`src/rtl/costas_pkg.sv`:
```
// Shared Costas-loop constants and fixed-point helpers. The arm low-pass
// filters reuse the same saturation/clamp helpers.
package costas_pkg;

  localparam int unsigned WIDTH  = 32;
  localparam int unsigned PROD_W = 2 * WIDTH;
  localparam int unsigned SUM_W  = WIDTH + 1;

  localparam int unsigned      DEF_ERR_SHIFT   = 31;
  localparam int unsigned      DEF_KP_SHIFT    = 8;
  localparam int unsigned      DEF_KI_SHIFT    = 16;
  localparam logic [WIDTH-1:0] DEF_INT_LIMIT   = 32'h3FFF_FFFF;
  localparam logic [WIDTH-1:0] DEF_LOCK_THRESH = 32'h0010_0000;
  localparam int unsigned      DEF_LOCK_COUNT  = 1024;

  localparam logic signed [WIDTH-1:0] SMAX = {1'b0, {(WIDTH-1){1'b1}}};
  localparam logic signed [WIDTH-1:0] SMIN = {1'b1, {(WIDTH-1){1'b0}}};

  // Saturate a wide signed value into the signed WIDTH range.
  function automatic logic signed [WIDTH-1:0] sat_to_width(
    input logic signed [PROD_W-1:0] x
  );
    if (x > PROD_W'(SMAX)) return SMAX;
    if (x < PROD_W'(SMIN)) return SMIN;
    return WIDTH'(x);
  endfunction

  // Clamp a WIDTH+1 bit sum to the symmetric range [-lim, +lim].
  function automatic logic signed [WIDTH-1:0] clamp(
    input logic signed [SUM_W-1:0] x,
    input logic        [WIDTH-1:0] lim
  );
    logic signed [SUM_W-1:0] hi;
    hi = signed'({1'b0, lim});
    if (x > hi)  return WIDTH'(hi);
    if (x < -hi) return WIDTH'(-hi);
    return WIDTH'(x);
  endfunction

  // Magnitude with the most negative value folded onto the most positive.
  function automatic logic [WIDTH-1:0] abs_sat(
    input logic signed [WIDTH-1:0] x
  );
    if (x == SMIN) return SMAX;
    if (x < 0)     return -x;
    return x;
  endfunction

endpackage

```
`src/rtl/costas_loop_filter_if.sv`:
```
// Arm-sample input / NCO phase-increment output bundle of the loop filter.
interface costas_loop_filter_if;
  import costas_pkg::*;

  logic signed [WIDTH-1:0] i_in;
  logic signed [WIDTH-1:0] q_in;
  logic                    in_valid;
  logic                    clear_int;
  logic                    freeze;
  logic signed [WIDTH-1:0] phase_out;
  logic                    out_valid;
  logic signed [WIDTH-1:0] err_out;
  logic                    locked;

  modport master (
    output i_in, q_in, in_valid, clear_int, freeze,
    input  phase_out, out_valid, err_out, locked
  );

  modport slave (
    input  i_in, q_in, in_valid, clear_int, freeze,
    output phase_out, out_valid, err_out, locked
  );

endinterface

```
`src/rtl/costas_lock_detect.sv`:
```
// Carrier-lock indicator: run-length count of small phase-detector errors.
module costas_lock_detect
  import costas_pkg::*;
#(
  parameter logic [WIDTH-1:0] LOCK_THRESH = DEF_LOCK_THRESH,
  parameter int unsigned      LOCK_COUNT  = DEF_LOCK_COUNT
) (
  input  logic                    clk,
  input  logic                    rst_n,
  input  logic signed [WIDTH-1:0] err_i,
  input  logic                    valid_i,
  input  logic                    clear_i,
  output logic                    locked_o
);

  localparam int unsigned      CNT_W   = $clog2(LOCK_COUNT + 1);
  localparam logic [CNT_W-1:0] CNT_MAX = CNT_W'(LOCK_COUNT);

  logic [CNT_W-1:0] cnt_q, cnt_d;
  logic             locked_q, locked_d;
  logic             in_lock_c;

  // Any out-of-threshold sample restarts the run and drops lock at once.
  always_comb begin
    cnt_d     = cnt_q;
    locked_d  = locked_q;
    in_lock_c = (abs_sat(err_i) < LOCK_THRESH);
    if (clear_i) begin
      cnt_d    = '0;
      locked_d = 1'b0;
    end else if (valid_i) begin
      if (in_lock_c) begin
        if (cnt_q != CNT_MAX) cnt_d = cnt_q + CNT_W'(1);
        locked_d = (cnt_d == CNT_MAX);
      end else begin
        cnt_d    = '0;
        locked_d = 1'b0;
      end
    end
  end

  always_ff @(posedge clk or negedge rst_n) begin
    if (!rst_n) begin
      cnt_q    <= '0;
      locked_q <= 1'b0;
    end else begin
      cnt_q    <= cnt_d;
      locked_q <= locked_d;
    end
  end

  assign locked_o = locked_q;

endmodule

```
`src/rtl/costas_loop_filter.sv`:
```
// Costas-loop phase detector (I*Q) and PI loop filter driving the NCO
// phase increment; three-stage pipeline, one sample per cycle.
module costas_loop_filter
  import costas_pkg::*;
#(
  parameter int unsigned      ERR_SHIFT   = DEF_ERR_SHIFT,
  parameter int unsigned      KP_SHIFT    = DEF_KP_SHIFT,
  parameter int unsigned      KI_SHIFT    = DEF_KI_SHIFT,
  parameter logic [WIDTH-1:0] INT_LIMIT   = DEF_INT_LIMIT,
  parameter logic [WIDTH-1:0] LOCK_THRESH = DEF_LOCK_THRESH,
  parameter int unsigned      LOCK_COUNT  = DEF_LOCK_COUNT
) (
  input logic                 clk,
  input logic                 rst_n,
  costas_loop_filter_if.slave bus_if
);

  logic signed [PROD_W-1:0] prod_c;
  logic signed [PROD_W-1:0] prod_sh_c;
  logic signed [WIDTH-1:0]  err_c;
  logic signed [SUM_W-1:0]  integ_sum_c;
  logic signed [SUM_W-1:0]  phase_sum_c;

  logic signed [WIDTH-1:0] err_q,   err_d;
  logic signed [WIDTH-1:0] p_q,     p_d;
  logic signed [WIDTH-1:0] integ_q, integ_d;
  logic signed [WIDTH-1:0] phase_q, phase_d;
  logic                    v1_q, v1_d;
  logic                    v2_q, v2_d;
  logic                    out_valid_q, out_valid_d;
  logic                    locked_w;

  // Phase detector: full-precision product, scaled back to sample width.
  always_comb begin
    prod_c    = PROD_W'(bus_if.i_in) * PROD_W'(bus_if.q_in);
    prod_sh_c = prod_c >>> ERR_SHIFT;
    err_c     = sat_to_width(prod_sh_c);
  end

  // Each stage advances only on its own valid bit; clear_int acts regardless.
  always_comb begin
    err_d       = err_q;
    v1_d        = bus_if.in_valid;
    p_d         = p_q;
    integ_d     = integ_q;
    v2_d        = v1_q;
    phase_d     = phase_q;
    out_valid_d = v2_q;

    integ_sum_c = SUM_W'(integ_q) + SUM_W'(err_q >>> KI_SHIFT);
    phase_sum_c = SUM_W'(p_q) + SUM_W'(integ_q);

    if (bus_if.in_valid) err_d = err_c;

    if (v1_q) p_d = err_q >>> KP_SHIFT;

    if (bus_if.clear_int) begin
      integ_d = '0;
    end else if (v1_q && !bus_if.freeze) begin
      integ_d = clamp(integ_sum_c, INT_LIMIT);
    end

    if (v2_q) phase_d = sat_to_width(PROD_W'(phase_sum_c));
  end

  always_ff @(posedge clk or negedge rst_n) begin
    if (!rst_n) begin
      err_q       <= '0;
      v1_q        <= 1'b0;
      p_q         <= '0;
      integ_q     <= '0;
      v2_q        <= 1'b0;
      phase_q     <= '0;
      out_valid_q <= 1'b0;
    end else begin
      err_q       <= err_d;
      v1_q        <= v1_d;
      p_q         <= p_d;
      integ_q     <= integ_d;
      v2_q        <= v2_d;
      phase_q     <= phase_d;
      out_valid_q <= out_valid_d;
    end
  end

  costas_lock_detect #(
    .LOCK_THRESH (LOCK_THRESH),
    .LOCK_COUNT  (LOCK_COUNT)
  ) u_lock (
    .clk      (clk),
    .rst_n    (rst_n),
    .err_i    (err_q),
    .valid_i  (v1_q),
    .clear_i  (bus_if.clear_int),
    .locked_o (locked_w)
  );

  assign bus_if.err_out   = err_q;
  assign bus_if.phase_out = phase_q;
  assign bus_if.out_valid = out_valid_q;
  assign bus_if.locked    = locked_w;

endmodule

```
`src/flat_wrapper.sv`:
```
// flat-port wrapper written by rule: the top's interface ports become plain ports
module costas_loop_filter_flat import costas_pkg::*;
#(
  parameter int unsigned      ERR_SHIFT   = DEF_ERR_SHIFT,
  parameter int unsigned      KP_SHIFT    = DEF_KP_SHIFT,
  parameter int unsigned      KI_SHIFT    = DEF_KI_SHIFT,
  parameter logic [WIDTH-1:0] INT_LIMIT   = DEF_INT_LIMIT,
  parameter logic [WIDTH-1:0] LOCK_THRESH = DEF_LOCK_THRESH,
  parameter int unsigned      LOCK_COUNT  = DEF_LOCK_COUNT
)
  (clk, rst_n, bus_if_i_in, bus_if_q_in, bus_if_in_valid, bus_if_clear_int, bus_if_freeze, bus_if_phase_out, bus_if_out_valid, bus_if_err_out, bus_if_locked);
  costas_loop_filter_if bus_if_i ();
  input logic clk;
  input logic rst_n;
  input wire logic [$bits(bus_if_i.i_in)-1:0] bus_if_i_in;
  input wire logic [$bits(bus_if_i.q_in)-1:0] bus_if_q_in;
  input wire logic [$bits(bus_if_i.in_valid)-1:0] bus_if_in_valid;
  input wire logic [$bits(bus_if_i.clear_int)-1:0] bus_if_clear_int;
  input wire logic [$bits(bus_if_i.freeze)-1:0] bus_if_freeze;
  output wire logic [$bits(bus_if_i.phase_out)-1:0] bus_if_phase_out;
  output wire logic [$bits(bus_if_i.out_valid)-1:0] bus_if_out_valid;
  output wire logic [$bits(bus_if_i.err_out)-1:0] bus_if_err_out;
  output wire logic [$bits(bus_if_i.locked)-1:0] bus_if_locked;
  assign bus_if_i.i_in = bus_if_i_in;
  assign bus_if_i.q_in = bus_if_q_in;
  assign bus_if_i.in_valid = bus_if_in_valid;
  assign bus_if_i.clear_int = bus_if_clear_int;
  assign bus_if_i.freeze = bus_if_freeze;
  assign bus_if_phase_out = bus_if_i.phase_out;
  assign bus_if_out_valid = bus_if_i.out_valid;
  assign bus_if_err_out = bus_if_i.err_out;
  assign bus_if_locked = bus_if_i.locked;
  costas_loop_filter #(.ERR_SHIFT(ERR_SHIFT), .KP_SHIFT(KP_SHIFT), .KI_SHIFT(KI_SHIFT), .INT_LIMIT(INT_LIMIT), .LOCK_THRESH(LOCK_THRESH), .LOCK_COUNT(LOCK_COUNT)) u_core (.clk(clk), .rst_n(rst_n), .bus_if(bus_if_i));
endmodule
```
`config.mk`:
```
export PLATFORM = sky130hd
export DESIGN_NAME = costas_loop_filter_flat
export DESIGN_NICKNAME = d
export VERILOG_FILES = /design/src/rtl/costas_pkg.sv /design/src/rtl/costas_loop_filter_if.sv /design/src/rtl/costas_lock_detect.sv /design/src/rtl/costas_loop_filter.sv /design/src/flat_wrapper.sv
export SDC_FILE = /design/constraint.sdc
export NUM_CORES = 2
export LEC_CHECK = 0
export CAP_MARGIN = 10
export CORE_MARGIN = 2
export CORE_UTILIZATION = 45
export DETAILED_ROUTE_END_ITERATION = 10
export HOLD_SLACK_MARGIN = 0.03
export REMOVE_ABC_BUFFERS = 1
export SYNTH_ARGS = -nofsm -noshare
export SYNTH_HDL_FRONTEND = slang
export SYNTH_SLANG_ARGS = --single-unit
```
`constraint.sdc`:
```
create_clock -name clk -period 5.4 [get_ports clk]
set_input_delay 1.08 -clock clk [delete_from_list [all_inputs] [get_ports clk]]
set_output_delay 1.08 -clock clk [all_outputs]
set_load 0.005 [all_outputs]
```
### Word level (Yosys, flattened, before mapping)

Cells that the tools add are included.
W data, S select, Z words.

| cells by class | value |
|---|---|
| add/subtract/negate cells | 4 |
| $mul | 1 |
| $lt $le $gt $ge | 8 |
| equal/unequal tests | 3 |
| muxes and demuxes | 46 |
| reduce and logical (&&, ||, !) cells | 4 |

Operators with widths:

| kind | number |
|---|---|
| $mux W32 | 18 |
| $mux W11 | 7 |
| $gt A33 B32 Y1 const B | 2 |
| $lt A33 B32 Y1 const B | 2 |
| $mul A32 B32 Y64 | 1 |
| $add A24 B32 Y33 | 1 |
| $add A32 B16 Y33 | 1 |
| $gt A33 B31 Y1 const B | 1 |
| $lt A33 B31 Y1 const B | 1 |
| $eq A32 B32 Y1 const B | 1 |
| $lt A32 B1 Y1 const B | 1 |
| $lt A32 B21 Y1 const B | 1 |
| $neg A32 Y32 | 1 |
| $mux W1 | 21 |
| $add A11 B1 Y11 const B | 1 |
| $eq A11 B11 Y1 const B | 1 |
| $ne A11 B11 Y1 const B | 1 |
| $reduce_bool A2 Y1 | 2 |
| $logic_and A1 B1 Y1 | 1 |
| $logic_not A1 Y1 | 1 |

| word-level totals | value |
|---|---|
| register bits after elaboration | 135 |
| output and inout port bits | 66 |
| word-level logic and storage cells | 75 |

### Logic depth before layout (Yosys ltp)

| logic depth | value |
|---|---|
| word-level depth | 13 |
| gate-level depth with buffers | 29 |
| gate-level depth less buffers | 27 |

### Modules after synthesis

Synthesis repeated with hierarchy kept, for this count alone.

| second synthesis, totals | value |
|---|---|
| cells, all modules | 4,811 |
| area total of the unflattened synthesis | 44,998.2 µm² |

By module, submodules not included:

| module | times used | cells each | area an instance (µm²) | seq. area each (µm²) |
|---|---|---|---|---|
| costas_loop_filter | 1 | 4,632 | 43,673.1 | 3,078.0 |
| costas_lock_detect | 1 | 179 | 1,325.0 | 300.3 |

### Least setup slack after synthesis

Ideal clock, no wire load.

| timing | value |
|---|---|
| kind | input port to flip-flop |
| start point | input port bus_if_i_in[31] |
| end point | register u_core.err_q[29], in the netlist u_core.bus_if.err_out[29] |
| data arrival time | 9.150 ns |
| required time | 5.313 ns |
| setup slack | -3.836 ns |
| stages on the path | 29 |
| path buffers | 2 |
| path through | clkbuf_1 -> nand2_1 -> inv_1 -> fa_1 -> inv_1 -> fa_1 -> inv_1 -> fa_1 -> fa_1 -> inv_1 -> fa_1 -> inv_1 -> fa_1 -> inv_1 -> fa_1 -> inv_1 -> fa_1 -> ha_1 -> a21o_1 -> a41oi_1 -> o21ai_0 -> a211oi_1 -> o21bai_1 -> a21o_1 -> or4b_2 -> nand3_1 -> clkbuf_1 -> nand2_1 -> o211ai_1 |

| between the ends | value |
|---|---|
| word-level cells in the longest chain between the ends | 6 |
| elaborated cells on any way between the ends | 9 |
| classes of those cells | mul: 1; order compare: 2; mux: 6 |

Ends and longest elaborated chain:

| what | RTL line | RTL |
|---|---|---|
| start: declaration | flat_wrapper.sv:15 | `input wire logic [$bits(bus_if_i.i_in)-1:0] bus_if_i_in;` |
| $mul A32 B32 Y64 (*) | costas_loop_filter.sv:35 | `prod_c = PROD_W'(bus_if.i_in) * PROD_W'(bus_if.q_in);` |
| $lt A33 B32 Y1 | costas_pkg.sv:24 | `if (x < PROD_W'(SMIN)) return SMIN;` |
| $mux W1 (2 in series) | costas_pkg.sv:24 |  |
| $mux W32 | costas_pkg.sv:25 | `return WIDTH'(x);` |
| $mux W32 (*) | costas_pkg.sv:24 |  |
| end signal: assignment | costas_loop_filter.sv:76 | `err_q <= err_d;` |
| end: declaration | costas_loop_filter.sv:24 | `logic signed [WIDTH-1:0] err_q, err_d;` |

Every way passes the cells marked *; elsewhere a longest branch is shown, timed or not. The select of a mux whose other input is x is not followed.
A chain may end at the register's enable or synchronous reset.

### Final worst setup path

| timing | value |
|---|---|
| start point | input port bus_if_i_in[3] |
| end point | register u_core.err_q[15], in the netlist u_core.bus_if.err_out[15] |

Same word-level chain as after synthesis.

==> summary.md <==
| Metric | Value |
|---|---|
| TritonCTS Buffers | 17 |
| Via density per instance | 5.398 |
| CP Max Fanout | 13 |
| CP Class | in -> reg |
| CTS root buf | clkbuf_16 |
| Post-Layout Cell Count | roughly 6.7k |
| Max-cap violations | 0 |
| Slowest cell on crit path | fa_1 |
| Worst Hold Class | reg -> reg |
| Final worst-path cycle share | 149.4% |
| CTS tree | yes |
| Fin Clk Skew | between 0.009 and 0.01 ns |
| WP data required | 5.76 ns |
| Clk Latency, worst-skew pair | between 0.4 and 0.5 ns |
| Largest net degree at the start of global routing | just under 100 |
| Setup violations, final | 32 |
| Outcome | finished, violations left |
| Util after Layout | ~57% |
| Max-slew violation count | 0 |
| Via count of the first global-routing pass | between 30k and 40k |
| Post-synth top flop | dfrtp_1 |
| DP Wirelength | 103500 um |
| Effective utilization at floorplan | 45.50% |
| Failing checks | setup timing |
| Worst EP arrival | between 8 and 9 ns |
| Syn Area/Cell | roughly 9.3 um^2 |
| Cell count after synthesis | 4817 |
| Fmax | between 100 and 150 MHz |
| Clock Sinks | approximately 140 |
| Initial drt markers | about 2.5k |
| Post-Route WL | between 100000 and 150000 um |
| Post-CTS Hold Fix Bufs | 0 |
| Fill cell count | around 8.5k |
| Slew headroom | a little over a quarter |
| Die width | about 320 um |
| CTS max path bufs | 2 |
| Measured slew at the worst slew-check pin | 1.096 ns |
| Minimum clock period | about 8.1 ns |
| Syn. warnings | 0 |
| CP most frequent cell | fa_1 |
| Initial antenna violation count | 5 |
| Antenna diode count | 0 |
| Footprint of the multi-input gates | around 0.039 mm^2 |
| Row cnt | ~120 |
| First-pass GRT wire length | 225600 um |
| Overflow after GRT | 0 |
| Mapped Area | about 0.045 mm^2 |
| Hold Vio Cnt, Final | 0 |
| Inst Count DP | 6435 |
| Placeable Area | a little under 0.1 mm^2 |
| Drt pass-1 iters | 8 |
| Nets | 6761 |
| Port Buffers | 134 |
| Synth cell types | 78 |
| RSZ-0062 raised after global routing | yes |
| Startpoint Class | input pin |
| Clock Pin Slew Worst Setup and Hold Paths | 0.06 ns |
| Gr usage total | roughly 29% |
| Die Span Y | approximately 320 um |
| EDFF count, synth | 0 |
| Crit-path max cell delay | around 0.60 ns |
| Routed Antenna Nets | 0 |
| Post-route setup slack | -2.668 ns |
| FFs w/ async S/R, synth | 100.0% |
| Die area | between 0.1 and 0.15 mm^2 |
| Routability cong. | 0.8865 |
| Storage cell area | around 0.0034 mm^2 |
| Post-synthesis register bit count | 135 |
| Register area share after synthesis | approximately 7.5% |
| # IOs | 135 |
| H-tree depth | 4 |
| Total number of vias | 35.97k |
| Residual DRC | 0 |
| Worst setup EP type | register |
| Wire per inst | 21.36 um |
| Layout area overhead | 26.11% |
| Share of cells above drive strength 1 | between 20 and 25% |
## synth_stat cells (4+ instances only)
cell type     n  share of area, %
a211o_1       5             0.098
a211oi_1     29              0.49
a21o_1       52              0.87
a21oi_1     145               1.6
a221o_1      24              0.54
a221oi_1      4             0.078
a311oi_1      6              0.12
a31oi_1       9              0.13
a41oi_1       6              0.12
and2_1      518               7.2
and3_1       23              0.32
and4_1        4             0.078
clkbuf_1    247               2.1
dfrtp_1     135               7.5
fa_1       1083                48
ha_1        246               6.9
inv_1       956               8.0
mux2_2       28              0.70
mux2i_1       6              0.13
nand2_1     611               5.1
nand2b_1     22              0.31
nand3_1      33              0.37
nand4_1      17              0.24
nor2_1      153               1.3
nor2b_1      15              0.21
nor3_1       26              0.29
nor3b_1       8              0.13
nor4_1       13              0.18
o2111ai_1     5             0.098
o211ai_1     19              0.32
o21a_1       20              0.33
o21ai_0      96               1.1
o21bai_1     16              0.27
o22ai_1       4             0.056
o2bb2ai_1    16              0.31
o31a_1        5             0.098
o31ai_1      22              0.37
or2_2         4             0.056
or3_1        18              0.25
or4_1         9              0.15
or4b_1        4             0.089
xnor2_1      67               1.3
xor2_1       30              0.59
## through the flow
| step | hold slack, ns | worst slack (ns) | TNS, ns | cell area (um^2) |
|---|---|---|---|---|
| 2_1_floorplan | 0.4673 | -3.557 | -108.14 | 43920 |
| 3_3_place_gp | 0.4842 | -4.033 | -122.41 | 51270 |
| 3_5_place_dp | 0.4920 | -4.055 | -123.25 | 51270 |
| 4_1_cts | 0.5174 | -2.650 | -81.99 | 55870 |
| 5_1_grt | 0.5231 | -2.851 | -88.50 | 56560 |
| 6_report | 0.5120 | -2.668 | -82.73 | 56560 |
## cell usage in the layout, fill, tap and decap left out, drive strengths merged, types with 23 or more instances in the layout
| master | n |
|---|---|
| and3 | 23 |
| fa | 1083 |
| ha | 246 |
| dfrtp | 135 |
| xnor2 | 67 |
| nand2 | 611 |
| nand3 | 33 |
| a21o | 52 |
| a21oi | 146 |
| clkbuf | 27 |
| inv | 955 |
| mux2 | 28 |
| clkdlybuf4s50 | 71 |
| a221o | 24 |
| buf | 659 |
| xor2 | 30 |
| nor3 | 26 |
| bufbuf | 31 |
| o21ai | 99 |
| nor2 | 153 |
| a211oi | 31 |
| and2 | 518 |
## cell families (layout without fill, tap and decap cells)
group           Yosys count  after routing  synth area share [%]
simple gates           1492           1492                 16.56
compound gates          525            525                 7.870
buf+inv                1204           1763                 10.08
fa+ha+maj              1330           1330                 55.23
flops                   135            135                 7.532
xor+xnor                 97             97                 1.894
mux                      34             34                0.8369
## per-layer routing
metal / GRT usage (%) / routed length [um] / vias to the layer above
met3: 4.661 / 10690 / 251
met5: 0 / 23 / -
met1: 39.65 / 60290 / 18660
li1: - / - / 15770
met2: 46.42 / 65860 / 1287
met4: 8.606 / 5460 / 4
## registers in the layout, summed over array words and instances (netlist names)
signal and cells:
u_core.u_lock.locked_o 1, u_core.out_valid_d 1, u_core.bus_if.phase_out 32, u_core.v1_q 1, u_core.bus_if.err_out 32, u_core.integ_q 32
u_core.p_q 24, u_core.bus_if.out_valid 1, u_core.u_lock.cnt_q 11
## final timing paths
kind	startpoint	end	slack, ns	cells past startpoint
worst max-delay path	bus_if_i_in[3]	u_core.bus_if.err_out[15]	-2.67	29
worst min-delay path	u_core.bus_if.phase_out[1]	u_core.bus_if.phase_out[1]	0.51	1
worst max register to register	u_core.bus_if.err_out[31]	u_core.integ_q[22]	0.87	12
worst min register to register	u_core.bus_if.phase_out[1]	u_core.bus_if.phase_out[1]	0.51	1
max in group asynchronous	rst_n	u_core.u_lock.cnt_q[2]	3.56	2
min in group asynchronous	rst_n	u_core.bus_if.phase_out[12]	0.75	1
## worst max-delay path: cells and delay by family
kind / cells / cell delay [ns]
fa+ha+maj: 9 / 4.44
buf+inv: 10 / 1.51
compound gates: 3 / 0.69
simple gates: 6 / 0.51
xor+xnor: 1 / 0.17
## repair_timing
item / CTS / global route
gates resized for setup: 695 / 142
buffers inserted: 137 / 26
pin swaps: 312 / 156
cloned: 47 / 1
endpoints found under the setup margin: 32 / 32
## cell type report
| type | count | share of cell area (%) |
|---|---|---|
| Timing Repair Buffer | 774 | 15.34 |
| Sequential cell | 135 | 5.973 |
| Tap cell | 1287 | 2.847 |
| Clock inverter | 10 | 0.3385 |
| Multi-Input combinational cell | 3478 | 68.30 |
| Clock buffer | 22 | 0.8384 |
| Inverter | 957 | 6.367 |
Power is left out: the tool's default activity adds up to more than one toggle a clock period on the data nets, which glitch-free logic cannot reach.
